$ cat config.mk
export PLATFORM = sky130hd
export DESIGN_NAME = arrow_judge
export DESIGN_NICKNAME = d
export VERILOG_FILES = /design/src/rtl/ddr_definitions.sv /design/src/rtl/arrow_fifo.sv /design/src/rtl/arrow_judge.sv
export SDC_FILE = /design/constraint.sdc
export NUM_CORES = 1
export LEC_CHECK = 0
export ABC_AREA = 1
export CAP_MARGIN = 20
export CORE_MARGIN = 2
export CORE_UTILIZATION = 55
export CTS_CLUSTER_DIAMETER = 150
export DETAILED_ROUTE_END_ITERATION = 10
export DONT_BUFFER_PORTS = 1
export HOLD_SLACK_MARGIN = 0.06
export PLACE_DENSITY = 0.76
export SLEW_MARGIN = 5
export SYNTH_ARGS = -nofsm -noshare
export SYNTH_HDL_FRONTEND = slang
export SYNTH_HIERARCHICAL = 1
export SYNTH_SLANG_ARGS = --single-unit
$ cat constraint.sdc
create_clock -name clk -period 5.9 [get_ports clk]
set_input_delay 0.885 -clock clk [delete_from_list [all_inputs] [get_ports clk]]
set_output_delay 0.885 -clock clk [all_outputs]
set_load 0.01 [all_outputs]
$ cat src/rtl/ddr_definitions.sv
// Shared constants, FSM encodings and arrow helpers for the arrow judge.
package ddr_definitions;

    localparam int ARROW_BASE = 10;
    localparam int NUM_ARROWS = 5;
    localparam int ARROW_W    = 4;
    localparam int SCORE_W    = 16;
    localparam int COMBO_W    = 8;

    typedef enum logic [1:0] {
        ST_EMPTY  = 2'd0,
        ST_ACTIVE = 2'd1,
        ST_GAP    = 2'd2
    } judge_state_e;

    function automatic logic arrow_legal(input logic [ARROW_W-1:0] code);
        return (code >= ARROW_W'(ARROW_BASE)) &&
               (code < ARROW_W'(ARROW_BASE + NUM_ARROWS));
    endfunction

    function automatic logic [NUM_ARROWS-1:0] arrow_onehot(
        input logic [ARROW_W-1:0] code
    );
        logic [ARROW_W-1:0] idx;
        idx = code - ARROW_W'(ARROW_BASE);
        return NUM_ARROWS'(1) << idx;
    endfunction

endpackage

$ cat src/rtl/arrow_fifo.sv
// Arrow queue: power-of-two circular buffer with occupancy count.
module arrow_fifo
    import ddr_definitions::*;
#(
    parameter int unsigned DEPTH = 4
) (
    input  logic                     clk,
    input  logic                     rst_n,
    input  logic                     push,
    input  logic                     pop,
    input  logic [ARROW_W-1:0]       din,
    output logic [ARROW_W-1:0]       dout,
    output logic                     full,
    output logic                     empty,
    output logic [$clog2(DEPTH):0]   count
);

    localparam int unsigned PW = $clog2(DEPTH);
    localparam logic [PW:0] FULL_CNT = (PW+1)'(DEPTH);

    logic [ARROW_W-1:0] mem_q [DEPTH];
    logic [PW-1:0]      rptr_q, wptr_q;
    logic [PW:0]        count_q, count_d;
    logic               do_push, do_pop;

    assign empty   = (count_q == '0);
    assign full    = (count_q == FULL_CNT);
    assign do_pop  = pop & ~empty;
    // A full queue still accepts a push when the head leaves this cycle.
    assign do_push = push & (~full | do_pop);

    always_comb begin
        count_d = count_q;
        unique case ({do_push, do_pop})
            2'b10:   count_d = count_q + 1'b1;
            2'b01:   count_d = count_q - 1'b1;
            default: count_d = count_q;
        endcase
    end

    always_ff @(posedge clk or negedge rst_n) begin
        if (!rst_n) begin
            rptr_q  <= '0;
            wptr_q  <= '0;
            count_q <= '0;
        end else begin
            if (do_push) wptr_q <= wptr_q + 1'b1;
            if (do_pop)  rptr_q <= rptr_q + 1'b1;
            count_q <= count_d;
        end
    end

    always_ff @(posedge clk) begin
        if (do_push) mem_q[wptr_q] <= din;
    end

    assign dout  = mem_q[rptr_q];
    assign count = count_q;

endmodule

$ cat src/rtl/arrow_judge.sv
// Rhythm-game judge: queues arrows and scores timed button presses.
// Optional build macro ARROW_JUDGE_COMBO_BONUS_EN adds combo[7:3] per hit.
module arrow_judge
    import ddr_definitions::*;
#(
    parameter int unsigned DEPTH      = 4,
    parameter int unsigned WINDOW     = 1000,
    parameter int unsigned HIT_POINTS = 10
) (
    input  logic                  clk,
    input  logic                  rst_n,
    input  logic [ARROW_W-1:0]    arrow_in,
    input  logic                  arrow_valid,
    input  logic                  play,
    input  logic [NUM_ARROWS-1:0] btn,
    output logic [ARROW_W-1:0]    head_arrow,
    output logic                  head_valid,
    output logic                  hit,
    output logic                  miss,
    output logic [SCORE_W-1:0]    score,
    output logic [COMBO_W-1:0]    combo,
    output logic                  overflow
);

    localparam int unsigned CW = $clog2(DEPTH) + 1;
    localparam logic [15:0] WIN_LOAD = 16'(WINDOW - 1);
    localparam logic [SCORE_W-1:0] HIT_ADD = SCORE_W'(HIT_POINTS);

    judge_state_e state_q, state_d;
    logic [15:0]         cnt_q, cnt_d;
    logic [SCORE_W-1:0]  score_q, score_d, hit_add;
    logic [SCORE_W:0]    score_sum;
    logic [COMBO_W-1:0]  combo_q, combo_d;
    logic                hit_q, miss_q, ovf_q, ovf_d;
    logic                judge_hit, judge_miss, pop;
    logic                push_req;
    logic [ARROW_W-1:0]  fifo_dout;
    logic                fifo_full, fifo_empty;
    logic [CW-1:0]       fifo_count;
    logic                queued;

    assign push_req = arrow_valid & arrow_legal(arrow_in);
    assign queued   = (fifo_count != '0);

    arrow_fifo #(.DEPTH(DEPTH)) u_fifo (
        .clk   (clk),
        .rst_n (rst_n),
        .push  (push_req),
        .pop   (pop),
        .din   (arrow_in),
        .dout  (fifo_dout),
        .full  (fifo_full),
        .empty (fifo_empty),
        .count (fifo_count)
    );

    always_comb begin
        state_d    = state_q;
        cnt_d      = cnt_q;
        pop        = 1'b0;
        judge_hit  = 1'b0;
        judge_miss = 1'b0;
        unique case (state_q)
            ST_EMPTY: begin
                if (queued) begin
                    state_d = ST_ACTIVE;
                    cnt_d   = WIN_LOAD;
                end
            end
            ST_ACTIVE: begin
                // A press on the last window cycle beats the timeout.
                if (play) begin
                    if (btn != '0) begin
                        pop     = 1'b1;
                        state_d = ST_GAP;
                        if (btn == arrow_onehot(fifo_dout)) judge_hit = 1'b1;
                        else judge_miss = 1'b1;
                    end else if (cnt_q == '0) begin
                        pop        = 1'b1;
                        judge_miss = 1'b1;
                        state_d    = ST_GAP;
                    end else begin
                        cnt_d = cnt_q - 1'b1;
                    end
                end
            end
            ST_GAP: begin
                if (queued) begin
                    state_d = ST_ACTIVE;
                    cnt_d   = WIN_LOAD;
                end else begin
                    state_d = ST_EMPTY;
                end
            end
            default: state_d = ST_EMPTY;
        endcase
    end

`ifdef ARROW_JUDGE_COMBO_BONUS_EN
    assign hit_add = HIT_ADD + SCORE_W'(combo_q[COMBO_W-1:3]);
`else
    assign hit_add = HIT_ADD;
`endif

    assign score_sum = {1'b0, score_q} + {1'b0, hit_add};

    always_comb begin
        score_d = score_q;
        combo_d = combo_q;
        if (judge_hit) begin
            score_d = score_sum[SCORE_W] ? '1 : score_sum[SCORE_W-1:0];
            if (combo_q != '1) combo_d = combo_q + 1'b1;
        end else if (judge_miss) begin
            combo_d = '0;
        end
    end

    assign ovf_d = ovf_q | (push_req & fifo_full & ~pop);

    always_ff @(posedge clk or negedge rst_n) begin
        if (!rst_n) begin
            state_q <= ST_EMPTY;
            cnt_q   <= '0;
            score_q <= '0;
            combo_q <= '0;
            hit_q   <= 1'b0;
            miss_q  <= 1'b0;
            ovf_q   <= 1'b0;
        end else begin
            state_q <= state_d;
            cnt_q   <= cnt_d;
            score_q <= score_d;
            combo_q <= combo_d;
            hit_q   <= judge_hit;
            miss_q  <= judge_miss;
            ovf_q   <= ovf_d;
        end
    end

    assign head_valid = ~fifo_empty;
    assign head_arrow = fifo_empty ? '0 : fifo_dout;
    assign hit        = hit_q;
    assign miss       = miss_q;
    assign score      = score_q;
    assign combo      = combo_q;
    assign overflow   = ovf_q;

endmodule

== Yosys cells after proc, flatten, opt, wreduce, memory -nomap -nowiden ==
Memories as Yosys holds them, arrays and structs flattened.
Index checks and enable logic that the tools add are counted.
Storage, ports and cells
  bits in registers: 52
  RAM bits: 16
  input port bits: 13
  output and inout bits: 32
  word-level logic and storage cells: 90
  memories: 1
Memories
  u_fifo.mem_q: depth 4, width 4, rd ports 1, clocked after memory_dff 0, wr ports 1, line arrow_fifo.sv:21  | logic [ARROW_W-1:0] mem_q [DEPTH];
Cells by class
  add/sub/neg operators: 8
  magnitude comparators: 2
  eq/ne operators: 14
  shift operators: 1
  multiplexer cells: 31
  bitwise gates (word level): 10
  reduce and logical (&&, ||, !) cells: 13
Operators with widths (number)
  16-bit 2-to-1 mux: 5
  16-bit one-hot mux with 2 select lines: 1
  8-bit 2-to-1 mux: 3
  16-bit by 4-bit adder with 17-bit output, second input constant: 1
  16-bit logical NOT: 1
  16-bit by 1-bit subtractor with 16-bit output, second input constant: 1
  1-bit 2-to-1 mux: 15
  8-bit by 1-bit adder with 8-bit output, second input constant: 1
  2-bit 2-to-1 mux: 4
  2-bit != test, second input constant: 4
  8-bit != test, second input constant: 1
  2-bit one-hot mux with 3 select lines: 1
  3-bit one-hot mux with 2 select lines: 1
  2-bit nonzero test: 3
  1-bit bitwise AND: 5
  5-bit equality test: 1
  5-bit AND reduction: 1
  5-bit nonzero test: 1
  1-bit by 4-bit left shift with 5-bit output, first input constant: 1
  2-bit by 1-bit adder with 2-bit output, second input constant: 2
  2-bit by 1-bit equality test with 1-bit output, second input constant: 2
  2-bit equality test, second input constant: 2
  4-bit greater-or-equal comparator, second input constant: 1
  4-bit less-than comparator, second input constant: 1
  other kinds (16): 20

== Logic depth before layout (Yosys ltp) ==
Gate-level depths: netlist of the first run.
  depth after elaboration: 10
  mapped depth: 19
  depth with buffers taken out: 18

== Modules after synthesis ==
Netlist of the first run, hierarchy kept.
By module, submodules not included
  arrow_judge: times used 1, cells each 417, area each 2969.1 um^2, seq. area each 1126.1 um^2
  arrow_fifo: times used 1, cells each 95, area each 1057.3 um^2, seq. area each 655.6 um^2

== Worst setup path before layout of the first run ==
OpenSTA, ideal clock, no wires.
  path kind: input port to flip-flop
  from: input port play
  to: register u_fifo.count_q[2] (netlist: u_fifo/count[2])
  setup time: 63 ps
  arrival time: 2406 ps
  data required time: 5837 ps
  path slack: 3431 ps
  stages: 10
  buffers on the path: 0
  cells stage by stage: inv_1 > nor2_2 > a21boi_2 > nand3_1 > fa_1 > inv_1 > nand4_1 > nand3_1 > nand2_1 > inv_1
On the way
  cells in the longest elaborated chain, start to end: 7
  elaborated cells on any way between the ends: 9
  classes of those cells: eq/ne (2); mux (3); bitwise (3); reduce/logical (1)
Ends and longest elaborated chain
  start, declared: line arrow_judge.sv:14  | input logic play,
  1-bit 2-to-1 mux (*): line arrow_judge.sv:72  | if (play) begin
  1-bit 2-to-1 mux (*): line arrow_judge.sv:63  | unique case (state_q)
  net pop: line arrow_judge.sv:35  | logic judge_hit, judge_miss, pop;
  1-bit bitwise AND (*): line arrow_fifo.sv:28  | assign do_pop = pop & ~empty;
  1-bit OR: line arrow_fifo.sv:30  | assign do_push = push & (~full | do_pop);
  1-bit bitwise AND: line arrow_fifo.sv:30
  2-bit by 1-bit equality test with 1-bit output / 2-bit equality test (equally long branches): line arrow_fifo.sv:34  | unique case ({do_push, do_pop})
  3-bit one-hot mux with 2 select lines / 2-bit nonzero test (equally long branches)
  end signal, assigned: line arrow_fifo.sv:49  | count_q <= count_d;
  end, declared: line arrow_fifo.sv:23  | logic [PW:0] count_q, count_d;
The timed path passes the listed nets; every way through them passes the cells marked *.
A chain may end at the register's enable or synchronous reset.

== Worst setup path after layout of the first run ==
  from: register u_fifo.rptr_q[0]
  to: register combo_q[7] (netlist: combo[7])
On the way
  cells in the longest elaborated chain, start to end: 10
  elaborated cells on any way between the ends: 16
  classes of those cells: add/sub (1); eq/ne (2); shift (1); mux (9); reduce/logical (2); memory (1)
Ends and longest elaborated chain
  start, declared: line arrow_fifo.sv:22  | logic [PW-1:0] rptr_q, wptr_q;
  start signal, assigned: line arrow_fifo.sv:48  | if (do_pop) rptr_q <= rptr_q + 1'b1;
  memory read 4 x 4 bit (*)
  net fifo_dout[1]: line arrow_judge.sv:37  | logic [ARROW_W-1:0] fifo_dout;
  4-bit subtractor (*): line ddr_definitions.sv:25  | idx = code - ARROW_W'(ARROW_BASE);
  1-bit by 4-bit left shift with 5-bit output (*): line ddr_definitions.sv:26  | return NUM_ARROWS'(1) << idx;
  5-bit equality test (*): line arrow_judge.sv:76  | if (btn == arrow_onehot(fifo_dout)) judge_hit = 1'b1;
  1-bit 2-to-1 mux: line arrow_judge.sv:76
  1-bit 2-to-1 mux: line arrow_judge.sv:73  | if (btn != '0) begin
  1-bit 2-to-1 mux: line arrow_judge.sv:72
  1-bit 2-to-1 mux: line arrow_judge.sv:63
  2-bit by 1-bit != test with 1-bit output (no line) / 2-bit nonzero test (equally long branches)
  2-bit AND reduction (no line)
  end signal, assigned: line arrow_judge.sv:133  | combo_q <= combo_d;
  end, declared: line arrow_judge.sv:33  | logic [COMBO_W-1:0] combo_q, combo_d;
Marked as above.

==> results.json, run 1 <==
{
  "yosysTopAreaCell": "dfrtp_1",
  "critPathKind": "reg -> reg",
  "tns_ns": 0,
  "wl_um": 8344,
  "slew_viol_final": 0,
  "die_y_um": 89.56,
  "outcome": "finished clean",
  "worst_slack_ns": 2.644,
  "nNetsFinal": 535,
  "ctsHoldBuffers": 0,
  "path_max_fanout": 38,
  "cp_common_cell": "nand2_1",
  "cts.sinks": 68,
  "tightestPinTransition_ns": 0.7639,
  "grt_pass1_vias": 3085,
  "dp_slack_ns": 2.692,
  "r2r-start": "u_fifo/rptr_q[0]$_DFFE_PN0N_",
  "cts_setup_buffers": 0,
  "maxSlewHeadroom": 0.4901,
  "worst_path_largest_cell_delay_ns": 0.64,
  "synth_top_area_share": 0.3232,
  "async_reset_ff_frac": 0.7647,
  "yosysSeqAreaShare": 0.4425,
  "rrSetupSlack_ns": 2.64,
  "period_share": 0.5518,
  "whs_ns": 0.2201,
  "place_inst": 600,
  "dp_hpwl_um": 5831,
  "grt_start_max_net_pins": 53,
  "gp_congestion": 0.8398,
  "crit_slowest_cell": "nand3_2",
  "yosys_warnings": 6,
  "hold_violations": 0,
  "wl_per_cell_um": 13.55,
  "grt_pass1_wl_um": 13970,
  "crit_chain": "inv_1, o21ai_0, o22ai_1, inv_2, ha_1, nand2_1, nor2_1, nand2_1, nand2_1, nand2_1, nor2_2, nand3_2, nor2_1, nand2_1, nand2_1",
  "io_pins": 45,
  "hold_class": "in -> async",
  "max_cap_viol_count": 0,
  "via_count": 3240,
  "antenna-diode-count": 0,
  "synth_edf_count": 16,
  "clk_latency_ns": 0.36,
  "synth_area_leaders": "dfrtp_1 32%, edfxtp_1 12%, nand2_1 11%",
  "worst_setup_path_start_kind": "flip-flop",
  "grt.overflow.total": 0,
  "antenna_found_initial": 0,
  "setup_viol": 0,
  "timing.rr.end": "combo[7]$_DFFE_PN0P_",
  "syn_area_um2": 4026,
  "cts-root-buf": "clkbuf_8",
  "cts_resized": 0,
  "ctsHtreeMaxLevel": 3,
  "avgSynthCellArea_um2": 7.864,
  "period_needed_ns": 3.256,
  "drtIter0Drc": 202,
  "tritoncts": "yes",
  "path_clk_slew_ns": 0.08,
  "grt_usage": 0.2275,
  "cp_data_arrival_time_ns": 3.55,
  "p_per_area_nw_per_um2": 445.3,
  "vias_per_cell": 5.260,
  "drive_above_1_share": 0.1025,
  "rsz0062_at_grt": "no",
  "r2r_cells": 15,
  "synthesis.instances": 512,
  "clock_skew_ns": 0.01190,
  "drcViolationCount": 0,
  "ys_seq_elements": 68,
  "synthFlopType": "dfrtp_1",
  "die_x_um": 89.56,
  "stdcell_count": 616,
  "crit_required_ns": 6.19,
  "synth_commonest_cells": "123 x nand2_1, 85 x nor2_1, 54 x inv_1",
  "cts_buffers": 9,
  "core_area_um2": 7176,
  "worst_setup_path_end_kind": "flip-flop",
  "synth_fp_nets": 535,
  "port_buffers": 0,
  "area_growth_pct": 6.899,
  "ant_nets": 0,
  "rows": 31,
  "max_freq_mhz": 307.2,
  "p_leak_nw": 1.967,
  "synth_cell_types": 44,
  "dieArea_um2": 8021,
  "ir_drop_uv": 226.9,
  "yosysMostFrequentCell": "nand2_1",
  "drtPass1Iterations": 4,
  "clk_path_buf_depth": 2,
  "start_util": 0.5611
}
## through the flow
stage                       util  power, mW  area [µm²]
final                     0.5998      1.917        4304
after global placement    0.5665      1.405        4065
after CTS                 0.5998      1.916        4304
after detailed placement  0.5665      1.443        4065
after floorplan                -      1.313        4026
after global routing      0.5998      2.074        4304
## state kept, by name (all words and copies together), names as in the netlist
| register | count |
|---|---|
| overflow | 1 |
| u_fifo/rptr_q | 2 |
| combo | 8 |
| cnt_q | 16 |
| miss | 1 |
| hit | 1 |
| u_fifo/count | 3 |
| u_fifo/wptr_q | 2 |
| state_q | 2 |
| score | 16 |
| u_fifo/mem_q | 16 |
## logic make-up (layout without fill, tap and decap cells)
family | count (synthesis) | count (layout) | synth area share
and+or+nand+nor | 283 | 283 | 0.3080
buffers and inverters | 72 | 77 | 0.07893
DFF | 68 | 68 | 0.4425
AOI/OAI and AO/OA | 54 | 54 | 0.08328
xor gates and xnor gates | 25 | 25 | 0.05438
adders and majority gates | 10 | 10 | 0.03294
## worst max-delay path by stage
stage / start / end / slack (ns)
6_report: u_fifo/rptr_q[0]$_DFFE_PN0N_ / combo[7]$_DFFE_PN0P_ / 2.64
5_1_grt: u_fifo/rptr_q[0]$_DFFE_PN0N_ / combo[1]$_DFFE_PN0P_ / 2.24
4_1_cts: u_fifo/rptr_q[0]$_DFFE_PN0N_ / score[1]$_DFFE_PN0P_ / 2.66
2_1_floorplan: play / u_fifo/count[2]$_DFFE_PN0P_ / 3.43
3_5_place_dp: u_fifo/rptr_q[0]$_DFFE_PN0N_ / combo[1]$_DFFE_PN0P_ / 2.69
3_3_place_gp: u_fifo/rptr_q[0]$_DFFE_PN0N_ / combo[1]$_DFFE_PN0P_ / 2.90
## cells in the final DEF, fill, tap and decap left out, types with 3 or more instances in the layout
cell / instances
edfxtp_1: 16
nand2_1: 123
ha_1: 9
o21ai_1: 13
nand3b_1: 3
inv_2: 6
nor2_1: 85
dfrtp_1: 52
bufinv_16: 3
nand3_1: 30
o22ai_1: 4
o21ai_2: 5
o21ai_0: 16
clkbuf_8: 9
nor2_2: 6
nand4_1: 8
nand2_2: 8
a21oi_1: 5
nor3_1: 8
xor2_1: 18
xnor2_1: 7
inv_1: 54
## routing by layer
layer  vias up  track usage  routed length (µm)
met5         -            0                   0
met4         0      0.09769                 177
met3        18      0.05725                 498
met2        98       0.3690                3991
met1      1497       0.2890                3677
li1       1627            -                   -
## final cells by class
type | count | area [µm²]
fillers | 616 | 2872
flip-flops and latches | 68 | 1782
multi-input cells | 372 | 1927
clock inverters | 6 | 111.4
repair buffers | 1 | 7.507
well taps | 99 | 123.9
inverters | 60 | 225.2
clock buffers | 10 | 127.6
## worst max-delay path: cells and delay by family (launching register included)
family                   cells  cell delay [ns]
buffers and inverters        2             0.33
AO/OA/AOI/OAI                2             0.36
adder cells (fa/ha/maj)      1             0.34
flip-flops                   1             0.47
AND/OR/NAND/NOR             10             1.69
## power by group
part	switching [mW]	internal [mW]	total, mW	leakage [nW]
clock	0.182	0.282	0.463	0.117
combinational	0.511	0.246	0.757	1.02
sequential	0.117	0.579	0.696	0.827
Note: power is estimated with default switching activity, not from simulation.
==> run 2: changes to the inputs <==
- clock period: 5.9 -> 3 ns (I/O delays scaled with it)
==> run 2 against run 1 <==
Compared with the run above:
- core utilization is essentially flat
- critical endpoint is now score[14]$_DFFE_PN0P_
- sequential power rose by 97%
- highest routed layer unchanged
- clock skew fell by 0.0032 ns
- global-route usage is 0.44 points lower
- die area stayed put
==> results.json, run 2 (same netlist as run 1, synthesis figures left out) <==
{
  "p_leak_nw": 1.968,
  "cp_num_cells": 15,
  "p_int_mw": 1.937,
  "drcViolationCount": 0,
  "tritoncts": "yes",
  "fin_util": 0.6002,
  "pwr-share-comb": 0.422,
  "multi_input_area_um2": 1933,
  "dp_slack_ns": 0.2935,
  "cts_buffers": 9,
  "cp_data_arrival_time_ns": 2.87,
  "crit_required_ns": 3.23,
  "whs_ns": 0.1919,
  "drtIter0Drc": 165,
  "worst_setup_path_end_kind": "flip-flop",
  "die_y_um": 89.56,
  "layout_common_cells": "123 x nand2_1, 85 x nor2_1, 53 x inv_1",
  "r2r_cells": 15,
  "die_x_um": 89.56,
  "worst_slack_ns": 0.3696,
  "path_clk_slew_ns": 0.08,
  "clock_skew_ns": 0.008723,
  "port_buffers": 0,
  "p_per_area_nw_per_um2": 817.6,
  "max_cap_viol_count": 0,
  "rsz0062_at_grt": "no",
  "wl_per_cell_um": 12.81,
  "grt_pass1_vias": 3164,
  "area_growth_pct": 6.961,
  "clk_path_buf_depth": 2,
  "grt.overflow.total": 0,
  "switching_power_mw": 1.584,
  "period_needed_ns": 2.630,
  "start_util": 0.5611,
  "worst_setup_path_start_kind": "flip-flop",
  "setup_viol": 0,
  "stdcell_count": 621,
  "via_count": 3218,
  "cp_common_cell": "nand2_1",
  "hold_class": "in -> reg",
  "ff_latch_area_um2": 1782,
  "ir_drop_uv": 379.1,
  "crit_chain": "inv_2, o21ai_0, o22ai_1, inv_1, ha_1, inv_2, nor2_1, nand3_1, nand2_1, nand2_1, nor2_4, nand3_2, buf_4, nand2_1, o21ai_2",
  "p_sw_frac": 0.4498,
  "antenna_found_initial": 0,
  "clk_latency_ns": 0.35,
  "grt_pass1_wl_um": 13840,
  "ant_nets": 0,
  "core_area_um2": 7176,
  "rows": 31,
  "outcome": "finished clean",
  "period_share": 0.8768,
  "critPathKind": "reg -> reg",
  "gp_congestion": 0.8580,
  "io_pins": 45,
  "tns_ns": 0,
  "hold_violations": 0,
  "cp_num_buf_inv": 4,
  "slew_viol_final": 0,
  "max_freq_mhz": 380.2,
  "fillers": 628,
  "tightestPinTransition_ns": 0.6227,
  "place_inst": 603,
  "dp_hpwl_um": 5776,
  "ctsHtreeMaxLevel": 3,
  "antenna-diode-count": 0,
  "crit_slowest_cell": "dfrtp_1",
  "path_max_fanout": 16,
  "maxSlewHeadroom": 0.5830,
  "grt_usage": 0.2231,
  "worst_path_largest_cell_delay_ns": 0.48,
  "cts-root-buf": "clkbuf_8",
  "nNetsFinal": 540,
  "vias_per_cell": 5.182,
  "drive_above_1_share": 0.1149,
  "dieArea_um2": 8021,
  "pwr-share-clk": 0.190,
  "holdPathStages": 0,
  "wl_um": 7953,
  "grt_start_max_net_pins": 53,
  "drtPass1Iterations": 4,
  "crit_family": "simple AND/OR/NAND/NOR gates",
  "power_frac_seq": 0.388,
  "layout_commonest_cell": "nand2_1",
  "cts.sinks": 68
}
## run 2: final cells by class
type / instances / share of cell area
clock buffers: 9 / 0.02876
clock inverters: 7 / 0.01191
inverters: 60 / 0.05230
multi-input cells: 372 / 0.4489
flip-flops and latches: 68 / 0.4137
well taps: 99 / 0.02876
repair buffers: 6 / 0.01569
## run 2: power groups by stage
stage	sequential (mW)	clock [mW]	combinational (mW)
floorplan	1.30	0	1.28
global placement	1.37	0	1.40
detailed placement	1.37	0	1.45
CTS	1.36	0.689	1.48
global route	1.39	0.732	1.73
finish	1.37	0.670	1.48
## run 2: final timing paths
| check | endpoint | slack, ns | startpoint |
|---|---|---|---|
| hold / removal | u_fifo/mem_q[3][3]$_DFFE_PP_ | 0.19 | arrow_in[3] |
| setup / recovery | score[14]$_DFFE_PN0P_ | 0.37 | u_fifo/rptr_q[0]$_DFFE_PN0N_ |
| min in group asynchronous | u_fifo/rptr_q[1]$_DFFE_PN0N_ | 0.62 | rst_n |
| hold reg to reg | cnt_q[15]$_DFFE_PN0P_ | 0.53 | cnt_q[15]$_DFFE_PN0P_ |
| max in group asynchronous | combo[2]$_DFFE_PN0P_ | 2.15 | rst_n |
| setup reg to reg | score[14]$_DFFE_PN0P_ | 0.37 | u_fifo/rptr_q[0]$_DFFE_PN0N_ |
## run 2: per-layer routing
metal  GRT usage  share of wire  wire [µm]
met5           0              0          0
met2      0.3563           0.46       3677
met3     0.06464          0.058        465
met1      0.2855           0.46       3631
met4     0.08955          0.022        178
## run 2: what timing repair did
| action | CTS | global route |
|---|---|---|
| endpoints found under the hold margin | 52 | 0 |
| buffers inserted | 0 | 0 |
| endpoints found under the setup margin | 0 | 21 |
| gates resized for setup | 0 | 2 |
| hold buffers | 2 | 0 |
## run 2: per-stage QoR
step	instance area (µm²)	total power, mW
4_1_cts	4300	3.527
3_3_place_gp	4088	2.773
3_5_place_dp	4088	2.827
6_report	4307	3.521
5_1_grt	4307	3.857
2_1_floorplan	4026	2.582
==> run 3: changes to the inputs <==
- CORE_UTILIZATION: 55 -> 56
- PLACE_DENSITY: 0.76 -> 0.77
==> run 3 against run 2 <==
Compared with the run above:
- die area shrank 1.7%
- wire length down 1.6%
- clock power increased by 8.5%
- setup slack worse by 0.0047 ns
- cell count shrank 0.32%
- power increased by 2.0%
- global-route usage decreased by 0.97 points
- critical path type unchanged
- flip-flop and latch count unchanged
- via count increased by 0.37%
==> results.json, run 3 (same netlist as run 1, synthesis figures left out) <==
{
  "outcome": "finished clean",
  "clk_latency_ns": 0.34,
  "worst_setup_path_end_kind": "flip-flop",
  "dp_hpwl_um": 5665,
  "stdcell_count": 619,
  "wl_per_cell_um": 12.64,
  "layout_commonest_cell": "nand2_1",
  "clk_path_buf_depth": 2,
  "die_x_um": 88.80,
  "die_y_um": 88.80,
  "placed_cell_area_um2": 4091,
  "tightestPinTransition_ns": 0.4909,
  "critPathKind": "reg -> reg",
  "period_needed_ns": 2.635,
  "drive_above_1_share": 0.1147,
  "via_count": 3230,
  "antenna-diode-count": 0,
  "final_area_um2": 4327,
  "grt_pass1_wl_um": 13100,
  "path_max_fanout": 15,
  "setup_viol": 0,
  "fin_util": 0.6299,
  "tns_ns": 0,
  "cts-root-buf": "clkbuf_8",
  "rows": 30,
  "area_growth_pct": 7.458,
  "cts_buffers": 9,
  "crit_required_ns": 3.23,
  "hold_violations": 0,
  "io_pins": 45,
  "fillers": 603,
  "nNetsFinal": 541,
  "ant_nets": 0,
  "slew_viol_final": 0,
  "max_freq_mhz": 379.5,
  "cts.sinks": 68,
  "drtPass1Iterations": 5,
  "tritoncts": "yes",
  "maxSlewHeadroom": 0.6727,
  "grt_pass1_vias": 3007,
  "dieArea_um2": 7885,
  "path_clk_slew_ns": 0.07,
  "p_int_mw": 2.019,
  "max_cap_viol_count": 0,
  "core_area_um2": 6869,
  "wl_um": 7825,
  "gp_congestion": 0.8386,
  "vias_per_cell": 5.218,
  "p_leak_nw": 1.981,
  "drtIter0Drc": 228,
  "period_share": 0.8784,
  "worst_setup_path_start_kind": "flip-flop",
  "p_per_area_nw_per_um2": 830.3,
  "port_buffers": 0,
  "place_inst": 601,
  "cp_data_arrival_time_ns": 2.87,
  "layout_common_cells": "123 x nand2_1, 85 x nor2_1, 53 x inv_1",
  "grt_start_max_net_pins": 53,
  "hold_class": "in -> reg",
  "antenna_found_initial": 0,
  "switching_power_mw": 1.574,
  "p_sw_frac": 0.4381,
  "grt_usage": 0.2134,
  "clock_skew_ns": 0.007217,
  "whs_ns": 0.1978,
  "drcViolationCount": 0,
  "pwr-share-clk": 0.202,
  "ir_drop_uv": 396.7,
  "ctsHtreeMaxLevel": 3,
  "power_frac_seq": 0.381,
  "grt.overflow.total": 0,
  "start_util": 0.5862,
  "pwr-share-comb": 0.417,
  "rsz0062_at_grt": "no"
}
-- run 3: repair_timing --
| action | 4_1_cts | 5_1_grt |
|---|---|---|
| hold buffers | 2 | 0 |
| endpoints found under the setup margin | 0 | 17 |
| gates resized for setup | 0 | 2 |
| hold endpoints to repair | 52 | 0 |
| buffers inserted | 0 | 0 |
-- run 3: final timing paths --
| kind | start | endpoint | slack [ns] | cells after the start |
|---|---|---|---|---|
| setup / recovery | u_fifo/rptr_q[0]$_DFFE_PN0N_ | score[2]$_DFFE_PN0P_ | 0.36 | 15 |
| max in group asynchronous | rst_n | u_fifo/count[2]$_DFFE_PN0P_ | 2.14 | 2 |
| min in group asynchronous | rst_n | cnt_q[6]$_DFFE_PN0P_ | 0.64 | 2 |
| hold reg to reg | cnt_q[15]$_DFFE_PN0P_ | cnt_q[15]$_DFFE_PN0P_ | 0.54 | 2 |
| setup reg to reg | u_fifo/rptr_q[0]$_DFFE_PN0N_ | score[2]$_DFFE_PN0P_ | 0.36 | 15 |
| hold / removal | arrow_in[3] | u_fifo/mem_q[2][3]$_DFFE_PP_ | 0.20 | 0 |
-- run 3: critical path: stages, from the launching register on --
cell and delay [ns]:
dfrtp_1 0.48, inv_2 0.16, nor2_1 0.07, o22ai_2 0.21
inv_2 0.07, ha_1 0.32, nand2_1 0.08, nor2_1 0.14
nand3_1 0.09, nand2_1 0.07, nand2_1 0.09, nor2_4 0.17
nand3_2 0.19, buf_4 0.25, nand2_1 0.08, o21ai_2 0.05
-- run 3: final cells by class --
cell class / instances / area [µm²] / area share
clock inverter: 7 / 67.56 / 0.01562
inverter: 60 / 225.2 / 0.05205
tap: 96 / 120.1 / 0.02776
clock buffer: 9 / 123.9 / 0.02863
multi-input combinational: 372 / 1933 / 0.4468
timing repair buffer: 7 / 75.07 / 0.01735
sequential: 68 / 1782 / 0.4118
-- run 3: metrics by stage --
step                setup WS, ns  power, mW
floorplan                 0.5672      2.582
detailed placement        0.2128      2.837
global route             0.07405      3.895
CTS                       0.1915      3.598
finish                    0.3649      3.592
global placement          0.3444      2.770
-- run 3: per-layer routing --
layer  up-vias  wire [µm]  global-route usage
met4         0        148              0.1033
met2        77       3717              0.3440
li1       1646          -                   -
met5         -          0                   0
met1      1492       3494              0.2765
met3        15        464             0.04198
-- run 3: power by group through the flow --
stage	Sequential (mW)	Combinational [mW]	Clock, mW
after floorplan	1.30	1.28	0
after global placement	1.37	1.40	0
after detailed placement	1.38	1.46	0
after CTS	1.36	1.49	0.744
after global routing	1.40	1.71	0.783
final	1.37	1.50	0.727
